### src/rtl/div_unit_pkg.sv
// ---------------------------------------------------------------------------
// div_unit_pkg
// Shared definitions for the DIV/DIVU divider and the execute stage that
// drives it.
// Contents:
//   RegBus / DoubleRegBus      - single and double register widths
//   div_state_e                - divider FSM states (2-bit encoding)
//   DivStart / DivStop         - levels of the start request from execute
//   DivResultReady / NotReady  - levels of the divider ready flag
// ---------------------------------------------------------------------------
package div_unit_pkg;

    localparam int RegBus       = 32;
    localparam int DoubleRegBus = 64;

    typedef enum logic [1:0] {
        DivFree   = 2'b00,
        DivByZero = 2'b01,
        DivOn     = 2'b10,
        DivEnd    = 2'b11
    } div_state_e;

    localparam logic DivStart          = 1'b1;
    localparam logic DivStop           = 1'b0;
    localparam logic DivResultReady    = 1'b1;
    localparam logic DivResultNotReady = 1'b0;

endpackage : div_unit_pkg

### src/rtl/div_unit.sv
// ---------------------------------------------------------------------------
// div_unit
// Multi-cycle radix-2 restoring divider for DIV (signed) and DIVU
// (unsigned). The divider produces one quotient bit per clock. Operands are
// captured once, when a request leaves DivFree. The result is returned as
// {remainder, quotient} together with a ready flag. Both outputs are
// registers.
// Ports:
//   clk           rising-edge clock
//   rst           asynchronous active-low reset
//   signed_div_i  1 = signed divide, 0 = unsigned divide
//   opdata1_i     dividend
//   opdata2_i     divisor
//   start_i       request level; execute holds it high while it stalls
//   annul_i       pipeline flush; aborts a division that is in progress
//   result_o      [2*DATA_W-1:DATA_W] remainder, [DATA_W-1:0] quotient
//   ready_o       result valid; held until start_i drops
// ---------------------------------------------------------------------------
module div_unit
    import div_unit_pkg::*;
#(
    parameter int DATA_W = RegBus,
    parameter int CNT_W  = 6
) (
    input  logic                  clk,
    input  logic                  rst,
    input  logic                  signed_div_i,
    input  logic [DATA_W-1:0]     opdata1_i,
    input  logic [DATA_W-1:0]     opdata2_i,
    input  logic                  start_i,
    input  logic                  annul_i,
    output logic [2*DATA_W-1:0]   result_o,
    output logic                  ready_o
);

    div_state_e            state_q, state_d;
    logic [CNT_W-1:0]      cnt_q, cnt_d;
    // Working register: {partial remainder [2*DATA_W:DATA_W], dividend/quotient [DATA_W-1:0]}
    logic [2*DATA_W:0]     work_q, work_d;
    logic [DATA_W-1:0]     divisor_q, divisor_d;
    logic                  quot_neg_q, quot_neg_d;
    logic                  rem_neg_q, rem_neg_d;
    logic [2*DATA_W-1:0]   result_q, result_d;
    logic                  ready_q, ready_d;

    // Operand conditioning. Absolute values are taken only for signed
    // divides of negative operands.
    logic                  op1_neg, op2_neg;
    logic [DATA_W-1:0]     op1_abs, op2_abs;

    // One restoring iteration. The shifted remainder is one bit wider than
    // the stored remainder so that the sign of the trial subtraction is an
    // explicit bit.
    logic [DATA_W+1:0]     shifted_rem;
    logic [DATA_W+1:0]     trial;
    logic [2*DATA_W:0]     step_work;
    logic [DATA_W-1:0]     quot_raw, rem_raw;
    logic [DATA_W-1:0]     quot_fix, rem_fix;

    always_comb begin
        op1_neg = signed_div_i & opdata1_i[DATA_W-1];
        op2_neg = signed_div_i & opdata2_i[DATA_W-1];
        op1_abs = op1_neg ? (~opdata1_i + 1'b1) : opdata1_i;
        op2_abs = op2_neg ? (~opdata2_i + 1'b1) : opdata2_i;

        shifted_rem = work_q[2*DATA_W:DATA_W-1];
        trial       = shifted_rem - {2'b00, divisor_q};
        if (!trial[DATA_W+1]) begin
            step_work = {trial[DATA_W:0], work_q[DATA_W-2:0], 1'b1};
        end else begin
            step_work = {shifted_rem[DATA_W:0], work_q[DATA_W-2:0], 1'b0};
        end

        quot_raw = step_work[DATA_W-1:0];
        rem_raw  = step_work[2*DATA_W-1:DATA_W];
        quot_fix = quot_neg_q ? (~quot_raw + 1'b1) : quot_raw;
        rem_fix  = rem_neg_q  ? (~rem_raw + 1'b1)  : rem_raw;
    end

    // Next-state and datapath control. Outputs are computed here and
    // registered, so nothing combinational reaches result_o or ready_o.
    always_comb begin
        state_d    = state_q;
        cnt_d      = cnt_q;
        work_d     = work_q;
        divisor_d  = divisor_q;
        quot_neg_d = quot_neg_q;
        rem_neg_d  = rem_neg_q;
        result_d   = result_q;
        ready_d    = ready_q;

        unique case (state_q)
            DivFree: begin
                result_d = '0;
                ready_d  = DivResultNotReady;
                // A flush arriving with the request means the instruction is
                // being squashed, so it must not start.
                if (start_i == DivStart && !annul_i) begin
                    work_d     = {{(DATA_W+1){1'b0}}, op1_abs};
                    divisor_d  = op2_abs;
                    quot_neg_d = op1_neg ^ op2_neg;
                    rem_neg_d  = op1_neg;
                    cnt_d      = '0;
                    if (opdata2_i == '0) begin
                        state_d = DivByZero;
                    end else begin
                        state_d = DivOn;
                    end
                end
            end

            DivByZero: begin
                state_d  = DivEnd;
                result_d = '0;
                ready_d  = DivResultReady;
            end

            DivOn: begin
                if (annul_i) begin
                    state_d  = DivFree;
                    result_d = '0;
                    ready_d  = DivResultNotReady;
                end else begin
                    work_d = step_work;
                    cnt_d  = cnt_q + CNT_W'(1);
                    // The last iteration writes the sign-corrected result
                    // directly, so ready rises on the same edge.
                    if (cnt_q == CNT_W'(DATA_W - 1)) begin
                        state_d  = DivEnd;
                        result_d = {rem_fix, quot_fix};
                        ready_d  = DivResultReady;
                    end
                end
            end

            DivEnd: begin
                // A flush here is ignored: execute either already took the
                // result or will discard it.
                if (start_i == DivStop) begin
                    state_d  = DivFree;
                    result_d = '0;
                    ready_d  = DivResultNotReady;
                end
            end

            default: begin
                state_d = DivFree;
            end
        endcase
    end

    // State and datapath registers, cleared asynchronously by rst.
    always_ff @(posedge clk or negedge rst) begin
        if (!rst) begin
            state_q    <= DivFree;
            cnt_q      <= '0;
            work_q     <= '0;
            divisor_q  <= '0;
            quot_neg_q <= 1'b0;
            rem_neg_q  <= 1'b0;
            result_q   <= '0;
            ready_q    <= DivResultNotReady;
        end else begin
            state_q    <= state_d;
            cnt_q      <= cnt_d;
            work_q     <= work_d;
            divisor_q  <= divisor_d;
            quot_neg_q <= quot_neg_d;
            rem_neg_q  <= rem_neg_d;
            result_q   <= result_d;
            ready_q    <= ready_d;
        end
    end

    assign result_o = result_q;
    assign ready_o  = ready_q;

endmodule : div_unit

### config.mk
export PLATFORM = sky130hd
export DESIGN_NAME = div_unit
export DESIGN_NICKNAME = d
export VERILOG_FILES = /design/src/rtl/div_unit_pkg.sv /design/src/rtl/div_unit.sv
export SDC_FILE = /design/constraint.sdc
export NUM_CORES = 1
export LEC_CHECK = 0
export BUFFER_PORTS_ARGS = -buffer_cell sky130_fd_sc_hd__buf_2
export CAP_MARGIN = 10
export CORE_MARGIN = 2
export CORE_UTILIZATION = 30
export CTS_BUF_LIST = sky130_fd_sc_hd__clkbuf_16
export DETAILED_ROUTE_END_ITERATION = 7
export SKIP_CTS_REPAIR_TIMING = 1
export SKIP_LAST_GASP = 1
export SYNTH_ARGS = -nofsm -noshare
export SYNTH_HDL_FRONTEND = slang
export SYNTH_SLANG_ARGS = --single-unit
### constraint.sdc
create_clock -name clk -period 5.8 [get_ports clk]
set_input_delay 0.58 -clock clk [delete_from_list [all_inputs] [get_ports clk]]
set_output_delay 0.58 -clock clk [all_outputs]
set_load 0.02 [all_outputs]
Word-level counts from Yosys, hierarchy flattened. Cells that the tools add are included.

Add/sub/neg operators: 6. Eq/ne operators: 8. Mux-type cells: 25. Bitwise gates (word level): 7. Reductions and logical operators: 10.

Operator list (number): 2-to-1 mux 65 bit (3); 2-to-1 mux 64 bit (3); case mux 64 bit (3 select lines) (1); case mux 65 bit (2 select lines) (1); adder 32 x 1 -> 32 bit, second input constant (4); 2-to-1 mux 32 bit (4); NOT 32 bit (4); subtractor 34 x 32 -> 34 bit (1); logical NOT 32 bit (1); 2-to-1 mux 6 bit (2); case mux 6 bit (2 select lines) (1); 2-to-1 mux 2 bit (5); case mux 2 bit (4 select lines) (1); adder 6 x 1 -> 6 bit, second input constant (1); == test 6 x 5 -> 1 bit, second input constant (1); inequality test 2 bit, second input constant (3); AND reduction 3 bit (2); == test 2 bit, second input constant (2); case mux 1 bit (4 select lines) (1); AND reduction 2 bit (2); 2-to-1 mux 1 bit (3); inequality test 3 bit, second input constant (1); bitwise AND 1 bit (2); == test 2 x 1 -> 1 bit, second input constant (1); 6 further kinds (6).

Register bits: 172. Output and inout port bits: 65. Word-level logic and storage cells: 64.

Logic depth before layout (Yosys ltp). Gate-level depths: netlist of run 1.

Word-level depth: 8. Gate-level depth with buffers: 24. Depth with buffers taken out: 21.

Least setup slack after synthesis of run 1. No wires, ideal clock.

Path type: register to register. From: register work_q[59]. To: register result_q[62] (netlist: result_o[62]). Setup time: 0.128 ns. Arrival: 5.490 ns. Data required time: 5.672 ns. Path slack: 0.182 ns. Stages on the path, launching flop included: 23. Buffers on the path: 3. Path through: dfrtp_1 -> ha_1 -> buf_2 -> a21oi_2 -> o21ai_1 -> a2111oi_0 -> o21ai_1 -> or3_4 -> and2_4 -> inv_2 -> buf_2 -> buf_1 -> mux2i_1 -> ha_1 -> nand2_1 -> or3_1 -> or4_4 -> nor4_4 -> a31oi_1 -> or4_4 -> o41ai_2 -> xnor2_1 -> o21ai_1.

Word-level cells in the longest chain between the ends: 8.

Ends and longest elaborated chain: from (decl) (RTL line div_unit.sv:39) `logic [2*DATA_W:0] work_q, work_d;`; from (signal assigned) (RTL line div_unit.sv:166) `work_q <= work_d;`; subtractor 34 x 32 -> 34 bit (RTL line div_unit.sv:67) `trial = shifted_rem - {2'b00, divisor_q};`; 2-to-1 mux 65 bit * (RTL line div_unit.sv:68) `if (!trial[DATA_W+1]) begin`; NOT 32 bit (RTL line div_unit.sv:77) `rem_fix = rem_neg_q ? (~rem_raw + 1'b1) : rem_raw;`; adder 32 x 1 -> 32 bit (RTL line div_unit.sv:77); 2-to-1 mux 32 bit * (RTL line div_unit.sv:77); 2-to-1 mux 64 bit * (RTL line div_unit.sv:128) `if (cnt_q == CNT_W'(DATA_W - 1)) begin`; 2-to-1 mux 64 bit * (RTL line div_unit.sv:119) `if (annul_i) begin`; case mux 64 bit (3 select lines) * (RTL line div_unit.sv:92) `unique case (state_q)`; to (signal assigned) (RTL line div_unit.sv:170) `result_q <= result_d;`; to (decl) (RTL line div_unit.sv:43) `logic [2*DATA_W-1:0] result_q, result_d;`.

Mark *: on every way between the ends. The rest lies on a longest branch, timed or not. The select of a mux whose other input is x is not followed. A chain may end at the register's enable or synchronous reset.

Worst setup path after layout of run 1.
From: register work_q[47]. To: register result_q[60] (netlist: result_o[60]).

Same word-level chain as after synthesis.

==> flow_metrics.env, run 1 <==
export IMPL_status="finished clean"
export IMPL_fp_row_count=74
export IMPL_max_freq_ghz=0.182
export IMPL_yosysTopAreaCell="dfrtp_1"
export IMPL_r2r_end="result_o[60]"
export IMPL_clkLatencyLatePin_ns=0.45
export IMPL_maxCapViolations=0
export IMPL_finalHoldViolations=0
export IMPL_die_area_sq_um=42500
export IMPL_grt_max_degree=78
export IMPL_crit_required_ns=6.14
export IMPL_synthDistinctLibCells=73
export IMPL_async_flop_share=1.00
export IMPL_skew_ns=0.0149
export IMPL_crit_type="reg -> reg"
export IMPL_initial_utilization=0.302
export IMPL_place_congestion=0.904
export IMPL_die_y_um=206
export IMPL_final_nets=1727
export IMPL_cp_end_kind="flop"
export IMPL_via_count=11300
export IMPL_drtPass1Iterations=5
export IMPL_cts_max_level=4
export IMPL_synth_edf_count=0
export IMPL_grt_usage=0.183
export IMPL_p_per_area_nw_per_um2=658
export IMPL_synth_top_cells_by_count="242 x nand2_1, 172 x dfrtp_1, 162 x o21ai_0"
export IMPL_ys_seq_elements=172
export IMPL_synth_top_area_share=0.351
export IMPL_grt_pass1_wl_um=60700
export IMPL_cts_root_buf="clkbuf_16"
export IMPL_drive_gt1_frac=0.138
export IMPL_leakagePower_nw=6.18
export IMPL_dp_slack_ns=0.147
export IMPL_slew_limit_headroom=0.248
export IMPL_grt_pass1_vias=10600
export IMPL_worstPathArrival_ns=5.84
export IMPL_io_buffer_count=133
export IMPL_syn_area_per_cell_sq_um=8.06
export IMPL_drt_wirelength_per_cell_um=17.7
export IMPL_antenna_found_initial=1
export IMPL_rsz0062_at_grt="no"
export IMPL_syn_area_sq_um=12300
export IMPL_synth_nets=1632
export IMPL_drc=0
export IMPL_post_synth_top_count_cell="nand2_1"
export IMPL_ant_nets=0
export IMPL_cts_tree="yes"
export IMPL_dp_hpwl_um=29200
export IMPL_avgViaCountPerCell=5.25
export IMPL_tightest_slew_ns=1.12
export IMPL_n_fill_cell=4261
export IMPL_rrSetupSlack_ns=0.30
export IMPL_io_pins=134
export IMPL_period_minus_slack_ns=5.50
export IMPL_drt_iter0_drc=860
export IMPL_yosys_warnings=0
export IMPL_syn_to_final_growth_pct=15.0
export IMPL_vdd_drop_max_mv=0.381
export IMPL_worstReg2RegStart="work_q[47]"
export IMPL_setup_slack_ns=0.302
export IMPL_tns_ns=0
export IMPL_path_max_fanout=8
export IMPL_synth_flop_cell="dfrtp_1"
export IMPL_numCtsBuffers=17
export IMPL_synth_area_top_cells="dfrtp_1 35%, nand2_1 7.4%, o21ai_0 6.6%"
export IMPL_post_synth_inst_count=1520
export IMPL_totalPowerFinal_mw=9.28
export IMPL_hold_path_class="in -> async"
export IMPL_coreArea_sq_um=40600
export IMPL_clkTransAtPathRegs_ns=0.08
export IMPL_die_x_um=206
export IMPL_final_max_slew_violation_count=0
export IMPL_overflow=0
export IMPL_numClockSinks=172
export IMPL_cts_buffer_depth=2
export IMPL_synth_seq_area_share=0.351
export IMPL_finalSetupViolCount=0
export IMPL_start_kind="flop"
export IMPL_rr_worst_depth=19
export IMPL_wl_um=38200
export IMPL_period_share=0.948
==> state kept, by name (all words and copies together), names as in the netlist <==
signal,flops
work_q,65
state_q,2
divisor_q,32
ready_o,1
rem_neg_q,1
quot_neg_q,1
cnt_q,6
result_o,64
==> layer usage <==
| metal | up-vias | part of all wire | global-route usage |
|---|---|---|---|
| met4 | 0 | 0.019 | 0.0515 |
| met2 | 269 | 0.46 | 0.288 |
| met3 | 35 | 0.041 | 0.0290 |
| li1 | 5592 | - | - |
| met5 | - | 0 | 0 |
| met1 | 5449 | 0.48 | 0.260 |
==> worst max path at each step <==
stage          slack, ns       start      endpoint
3_3_place_gp        0.28  work_q[57]  result_o[60]
2_1_floorplan       0.18  work_q[59]  result_o[62]
5_1_grt            0.008  work_q[47]  result_o[62]
3_5_place_dp        0.15  work_q[57]  result_o[62]
4_1_cts             0.13  work_q[57]  result_o[62]
6_report            0.30  work_q[47]  result_o[60]
==> stage by stage <==
| stage | hold WS, ns | std cells | area, sq um | util |
|---|---|---|---|---|
| 2_1_floorplan | 0.284 | 1520 | 12300 | - |
| 3_3_place_gp | 0.459 | 2128 | 13500 | 0.332 |
| 3_5_place_dp | 0.466 | 2128 | 13500 | 0.332 |
| 4_1_cts | 0.0381 | 2160 | 14100 | 0.347 |
| 5_1_grt | 0.0514 | 2160 | 14100 | 0.348 |
| 6_report | 0.0290 | 2161 | 14100 | 0.348 |
==> worst max-delay path, cell delays in order (launching register included) <==
cell	delay, ns
dfrtp_1	0.46
ha_1	0.44
a21oi_1	0.22
o21ai_1	0.13
a221oi_1	0.27
o21ai_1	0.12
or3_4	0.43
and2_4	0.18
inv_2	0.09
mux2i_2	0.28
ha_1	0.24
nand2_1	0.08
or3_1	0.37
or4_4	0.56
nor4_4	0.31
a31oi_2	0.19
or4_4	0.51
o31ai_2	0.28
xnor2_1	0.15
o21ai_1	0.07
==> final cells by class <==
cell class | instances | area (sq um) | area share
Clock buffer | 17 | 425 | 0.0302
Sequential cell | 172 | 4300 | 0.305
Antenna cell | 1 | 2.50 | 0.000177
Timing Repair Buffer | 158 | 860 | 0.0610
Multi-Input combinational cell | 1212 | 7450 | 0.529
Inverter | 54 | 203 | 0.0144
Clock inverter | 15 | 188 | 0.0133
Tap cell | 532 | 666 | 0.0472
==> report_power, final <==
part,switching [mW],internal (mW)
clock,0.547,0.685
combinational,3.93,2.17
sequential,0.391,1.55
==> cells in the final DEF, fill, tap and decap left out, drive strengths merged, types with 16 or more instances in the layout <==
cell    netlist  routed
nand2       242     242
o21ai       177     177
nand3        16      16
ha           42      42
inv          54      58
buf          16     158
nor2        126     126
xor2         74      74
o41ai        16      16
a21oi       106     106
xnor2        69      69
o22ai        32      32
mux2i        34      34
o31ai        40      40
dfrtp       172     172
or4          17      17
nor3         27      27
clkbuf       64      17
==> logic make-up after synthesis <==
kind of cell / share of synthesized area
AOI/OAI and AO/OA: 0.235
xor gates and xnor gates: 0.102
buffers and inverters: 0.0465
and+or+nand+nor: 0.193
adders and majority gates: 0.0445
DFF: 0.351
muxes: 0.0278
No activity file was read; power rests on OpenSTA's default activity.
==> run 2, diff against run 1 <==
--- a/config.mk
+++ b/config.mk
@@ -13,6 +13,7 @@
 export DETAILED_ROUTE_END_ITERATION = 7
 export SKIP_CTS_REPAIR_TIMING = 1
 export SKIP_LAST_GASP = 1
+export SLEW_MARGIN = 20
 export SYNTH_ARGS = -nofsm -noshare
 export SYNTH_HDL_FRONTEND = slang
 export SYNTH_SLANG_ARGS = --single-unit
==> constraint.sdc (replaced) <==
create_clock -name clk -period 6.7 [get_ports clk]
set_input_delay 0.67 -clock clk [delete_from_list [all_inputs] [get_ports clk]]
set_output_delay 0.67 -clock clk [all_outputs]
set_load 0.02 [all_outputs]
==> run 2 against run 1 <==
Net effect:
- hold slack better by 0.32 ns
- setup slack better by 0.43 ns
- clock power down 20%
- non-clock buffer count down 9
- total power down 15%
- final cell count down 0.42%
==> flow_metrics.env, run 2 (synthesis results as in run 1) <==
export IMPL_status="finished clean"
export IMPL_tightest_slew_ns=1.01
export IMPL_pwr_share_comb=0.661
export IMPL_dr_wl_met3_um=1620
export IMPL_numClockSinks=172
export IMPL_die_x_um=206
export IMPL_cts_root_buf="clkbuf_16"
export IMPL_top_register="work_q"
export IMPL_final_max_slew_violation_count=0
export IMPL_grt_pass1_wl_um=60100
export IMPL_clkLatencyLatePin_ns=0.46
export IMPL_wl_um=37800
export IMPL_tns_ns=0
export IMPL_clkTransAtPathRegs_ns=0.07
export IMPL_maxCapViolations=0
export IMPL_coreArea_sq_um=40600
export IMPL_p_switching_mw=4.14
export IMPL_layout_common_cells="242 x nand2_1, 172 x dfrtp_1, 162 x o21ai_0, 132 x buf_2, 124 x nor2_1"
export IMPL_drt_wirelength_per_cell_um=17.6
export IMPL_max_freq_ghz=0.167
export IMPL_syn_to_final_growth_pct=13.9
export IMPL_drt_iter0_drc=808
export IMPL_largest_reg_flops=65
export IMPL_p_per_area_nw_per_um2=561
export IMPL_skew_ns=0.0128
export IMPL_via_count=11300
export IMPL_numCtsBuffers=17
export IMPL_rrSetupSlack_ns=0.73
export IMPL_cts_tree="yes"
export IMPL_cp_end_kind="flop"
export IMPL_crit_type="reg -> reg"
export IMPL_leakagePower_nw=6.14
export IMPL_rr_worst_depth=19
export IMPL_grt_usage=0.181
export IMPL_grt_pass1_vias=10700
export IMPL_drc=0
export IMPL_grt_max_degree=110
export IMPL_slew_limit_headroom=0.324
export IMPL_worstPathArrival_ns=6.29
export IMPL_seqPwrFrac=0.214
export IMPL_dr_wl_met2_um=17300
export IMPL_io_buffer_count=133
export IMPL_overflow=0
export IMPL_ant_nets=0
export IMPL_rsz0062_at_grt="no"
export IMPL_path_max_fanout=8
export IMPL_crit_required_ns=7.02
export IMPL_initial_utilization=0.302
export IMPL_vdd_drop_max_mv=0.434
export IMPL_start_kind="flop"
export IMPL_fp_row_count=74
export IMPL_period_share=0.891
export IMPL_cts_max_level=4
export IMPL_wl_met1_um=18100
export IMPL_avgViaCountPerCell=5.25
export IMPL_final_area_sq_um=14000
export IMPL_finalSetupViolCount=0
export IMPL_place_congestion=0.903
export IMPL_dp_hpwl_um=28800
export IMPL_placed_area_sq_um=13400
export IMPL_final_nets=1718
export IMPL_worstReg2RegStart="work_q[37]"
export IMPL_die_y_um=206
export IMPL_io_pins=134
export IMPL_clkPwrFrac=0.125
export IMPL_power_internal_mw=3.70
export IMPL_drtPass1Iterations=7
export IMPL_hold_path_class="in -> async"
export IMPL_fin_util=0.344
export IMPL_routed_top_layer="met4"
export IMPL_r2r_end="result_o[62]"
export IMPL_period_minus_slack_ns=5.97
export IMPL_switching_share=0.529
export IMPL_mostFrequentLayoutCell="nand2_1"
export IMPL_cts_buffer_depth=2
export IMPL_drive_gt1_frac=0.127
export IMPL_antenna_found_initial=1
export IMPL_finalHoldViolations=0
export IMPL_die_area_sq_um=42500
-- run 2: final cells by class --
type                            count  area (sq um)
Tap cell                          532           666
Clock buffer                       17           425
Sequential cell                   172          4300
Fill cell                        4300         26600
Clock inverter                     15           140
Antenna cell                        1          2.50
Timing Repair Buffer              149           807
Multi-Input combinational cell   1212          7420
Inverter                           54           203
-- run 2: worst max-delay path by stage --
stage,from,endpoint,depth (start not counted)
6_report,work_q[37],result_o[62],19
5_1_grt,work_q[37],result_o[60],19
4_1_cts,work_q[37],result_o[62],19
3_5_place_dp,work_q[37],result_o[62],19
3_3_place_gp,work_q[59],result_o[62],19
2_1_floorplan,work_q[59],result_o[62],22
-- run 2: metrics by stage --
stage | power (mW) | setup WS, ns | hold WS, ns | instances
final | 7.84 | 0.727 | 0.347 | 2152
after global routing | 8.50 | 0.298 | 0.418 | 2151
after CTS | 7.83 | 0.808 | 0.405 | 2150
after floorplan | 5.43 | 1.08 | 0.374 | 1520
after global placement | 6.77 | 1.02 | 0.458 | 2118
after detailed placement | 6.80 | 0.835 | 0.468 | 2118
-- run 2: worst max-delay path: stages (launching register included) --
cell	delay, ns
dfrtp_1	0.44
ha_1	0.40
a21oi_1	0.27
o22ai_1	0.20
o31ai_1	0.52
a21oi_1	0.18
or3_4	0.40
and2_4	0.18
inv_2	0.12
mux2i_1	0.31
ha_1	0.24
nand2_1	0.08
or3_1	0.37
or4_4	0.57
nor4_4	0.27
a31oi_1	0.24
or4_4	0.54
o41ai_2	0.26
xnor2_1	0.16
o21ai_1	0.07
-- run 2: per-layer routing --
| metal | track usage | vias to the layer above |
|---|---|---|
| li1 | - | 5570 |
| met2 | 0.285 | 260 |
| met5 | 0 | - |
| met4 | 0.0587 | 0 |
| met3 | 0.0260 | 48 |
| met1 | 0.254 | 5430 |
-- run 2: power groups by stage --
stage,combinational [mW],clock (mW),sequential [mW]
6_report,5.18,0.983,1.68
3_3_place_gp,5.09,0,1.68
3_5_place_dp,5.11,0,1.69
4_1_cts,5.14,1.01,1.67
5_1_grt,5.73,1.05,1.72
2_1_floorplan,3.81,0,1.62
==> run 3, diff against run 2 <==
--- a/config.mk
+++ b/config.mk
@@ -5,12 +5,14 @@
 export SDC_FILE = /design/constraint.sdc
 export NUM_CORES = 1
 export LEC_CHECK = 0
+export ABC_AREA = 1
 export BUFFER_PORTS_ARGS = -buffer_cell sky130_fd_sc_hd__buf_2
 export CAP_MARGIN = 10
 export CORE_MARGIN = 2
-export CORE_UTILIZATION = 30
+export CORE_UTILIZATION = 55
 export CTS_BUF_LIST = sky130_fd_sc_hd__clkbuf_16
 export DETAILED_ROUTE_END_ITERATION = 7
+export PLACE_DENSITY = 0.78
 export SKIP_CTS_REPAIR_TIMING = 1
 export SKIP_LAST_GASP = 1
 export SLEW_MARGIN = 20
==> constraint.sdc (replaced) <==
create_clock -name clk -period 5 [get_ports clk]
set_input_delay 0.5 -clock clk [delete_from_list [all_inputs] [get_ports clk]]
set_output_delay 0.5 -clock clk [all_outputs]
set_load 0.02 [all_outputs]
==> run 3 against run 2 <==
Net effect:
- register-to-register slack got worse by 0.04 ns
- fmax is 38% higher
- largest cell class unchanged
- flip-flop and latch count is the same
- die area is 42% lower
- critical path type unchanged
- final cell count up 9.3%
- non-clock buffer count down 6
==> flow_metrics.env, run 3 <==
export IMPL_yosys_warnings=0
export IMPL_start_kind="flop"
export IMPL_largest_reg_flops=65
export IMPL_die_y_um=157
export IMPL_finalSetupViolCount=0
export IMPL_finalHoldViolations=0
export IMPL_avgViaCountPerCell=5.69
export IMPL_grt_pass1_vias=12500
export IMPL_synth_xor_area_frac=0.0502
export IMPL_dp_hpwl_um=32300
export IMPL_rr_worst_depth=23
export IMPL_post_synth_inst_count=1922
export IMPL_grt_pass1_wl_um=66100
export IMPL_io_pins=134
export IMPL_period_share=0.863
export IMPL_die_area_sq_um=24700
export IMPL_synth_compound_area_frac=0.163
export IMPL_mostFrequentLayoutCell="nand2_1"
export IMPL_cts_tree="yes"
export IMPL_worstPathArrival_ns=4.68
export IMPL_slew_limit_headroom=0.245
export IMPL_n_fill_cell=2253
export IMPL_fp_row_count=56
export IMPL_placed_area_sq_um=13800
export IMPL_drt_iter0_drc=1154
export IMPL_final_area_sq_um=14300
export IMPL_ys_seq_elements=172
export IMPL_drive_gt1_frac=0.125
export IMPL_wl_um=41800
export IMPL_top_register="work_q"
export IMPL_crit_type="reg -> reg"
export IMPL_final_max_slew_violation_count=0
export IMPL_cts_buffer_depth=2
export IMPL_yosysTopAreaCell="dfrtp_1"
export IMPL_syn_area_sq_um=12900
export IMPL_io_buffer_count=133
export IMPL_antenna_found_initial=3
export IMPL_numCtsBuffers=17
export IMPL_synthDistinctLibCells=52
export IMPL_crit_required_ns=5.37
export IMPL_drt_wirelength_per_cell_um=17.8
export IMPL_place_congestion=1.02
export IMPL_overflow=0
export IMPL_cts_root_buf="clkbuf_16"
export IMPL_post_synth_top_count_cell="nand2_1"
export IMPL_syn_area_per_cell_sq_um=6.72
export IMPL_synth_simple_gate_area_frac=0.322
export IMPL_layout_common_cells="567 x nand2_1, 214 x inv_1, 174 x o21ai_0, 172 x dfrtp_1, 167 x nor2_1"
export IMPL_grt_max_degree=107
export IMPL_async_flop_share=1.00
export IMPL_clkLatencyLatePin_ns=0.45
export IMPL_status="finished clean"
export IMPL_synth_seq_area_share=0.333
export IMPL_path_max_fanout=7
export IMPL_synth_mux_area_frac=0
export IMPL_numClockSinks=172
export IMPL_grt_usage=0.346
export IMPL_maxCapViolations=0
export IMPL_skew_ns=0.0157
export IMPL_clkTransAtPathRegs_ns=0.07
export IMPL_coreArea_sq_um=23300
export IMPL_tns_ns=0
export IMPL_cts_max_level=4
export IMPL_syn_to_final_growth_pct=10.9
export IMPL_via_count=13400
export IMPL_drc=0
export IMPL_synth_fa_ha_area_frac=0.0422
export IMPL_tightest_slew_ns=1.13
export IMPL_setup_slack_ns=0.683
export IMPL_final_nets=2133
export IMPL_initial_utilization=0.555
export IMPL_die_x_um=157
export IMPL_dp_slack_ns=0.806
export IMPL_synth_top_family_by_area="simple AND/OR/NAND/NOR gates"
export IMPL_synth_flop_cell="dfrtp_1"
export IMPL_drtPass1Iterations=5
export IMPL_max_freq_ghz=0.232
export IMPL_ant_nets=0
export IMPL_cp_end_kind="flop"
export IMPL_hold_path_class="in -> async"
export IMPL_period_minus_slack_ns=4.32
export IMPL_synth_area_top_cells="dfrtp_1 33%, nand2_1 17%, o21ai_0 6.7%"
export IMPL_rsz0062_at_grt="no"
export IMPL_synth_top_cells_by_count="568 x nand2_1, 214 x inv_1, 174 x o21ai_0"
export IMPL_synth_top_area_share=0.333
export IMPL_synth_edf_count=0
export IMPL_synth_nets=2034
run 3: cells by family after synthesis:
group,Yosys count
XOR/XNOR,74
adder cells (fa/ha/maj),43
AO/OA/AOI/OAI,376
flip-flops,172
buffers and inverters,287
AND/OR/NAND/NOR,970
run 3: layout make-up:
class | count | area, sq um | area share
antenna | 1 | 2.50 | 0.000175
clock buffer | 17 | 425 | 0.0297
clock inverter | 13 | 129 | 0.00900
inverter | 224 | 841 | 0.0587
multi-input combinational | 1463 | 7460 | 0.521
sequential | 172 | 4300 | 0.301
tap | 319 | 399 | 0.0279
timing repair buffer | 143 | 759 | 0.0530
run 3: worst paths after layout:
check | start | to | slack (ns)
max in group asynchronous | rst | work_q[16] | 3.91
max | work_q[37] | result_o[28] | 0.68
min in group clk | opdata1_i[31] | work_q[31] | 0.40
min reg2reg | result_o[58] | result_o[58] | 0.47
min | rst | divisor_q[21] | 0.02
max reg2reg | work_q[37] | result_o[28] | 0.68
run 3: metal layers:
metal  up-vias  share of wire  GRT usage  routed length [um]
met5         -        0.00031          0                  13
met4         2          0.042      0.145                1750
met3       100          0.075     0.0482                3120
met2       571           0.47      0.578               19600
met1      6237           0.41      0.450               17300
li1       6478              -          -                   -
run 3: through the flow:
step,utilization,instances,hold WS (ns)
after floorplan,-,1922,0.204
after global placement,0.592,2321,0.458
after detailed placement,0.592,2321,0.461
after CTS,0.615,2351,0.0700
after global routing,0.615,2351,0.0870
final,0.616,2352,0.0201
run 3: critical path, stage by stage (launching register included):
cell and delay, ns:
dfrtp_1 0.40, ha_1 0.39, nand2_1 0.10, nand2_1 0.09, a21oi_2 0.18, nand3_2 0.14, nand2_1 0.10, nand2_2 0.09
nand2_4 0.11, nand3_4 0.12, nand2_4 0.10, ha_1 0.16, nand3_1 0.10, nor3_1 0.22, nand2_1 0.11, nor3_1 0.44
nand2_1 0.22, nor2_1 0.24, nand3_1 0.10, nor2_1 0.21, nor2_1 0.12, o21ai_0 0.25, nand2_1 0.09, o21ai_0 0.17
Power of run 3 is left out: the tool's default activity adds up to more than one toggle a clock period on the data nets, which glitch-free logic cannot reach.
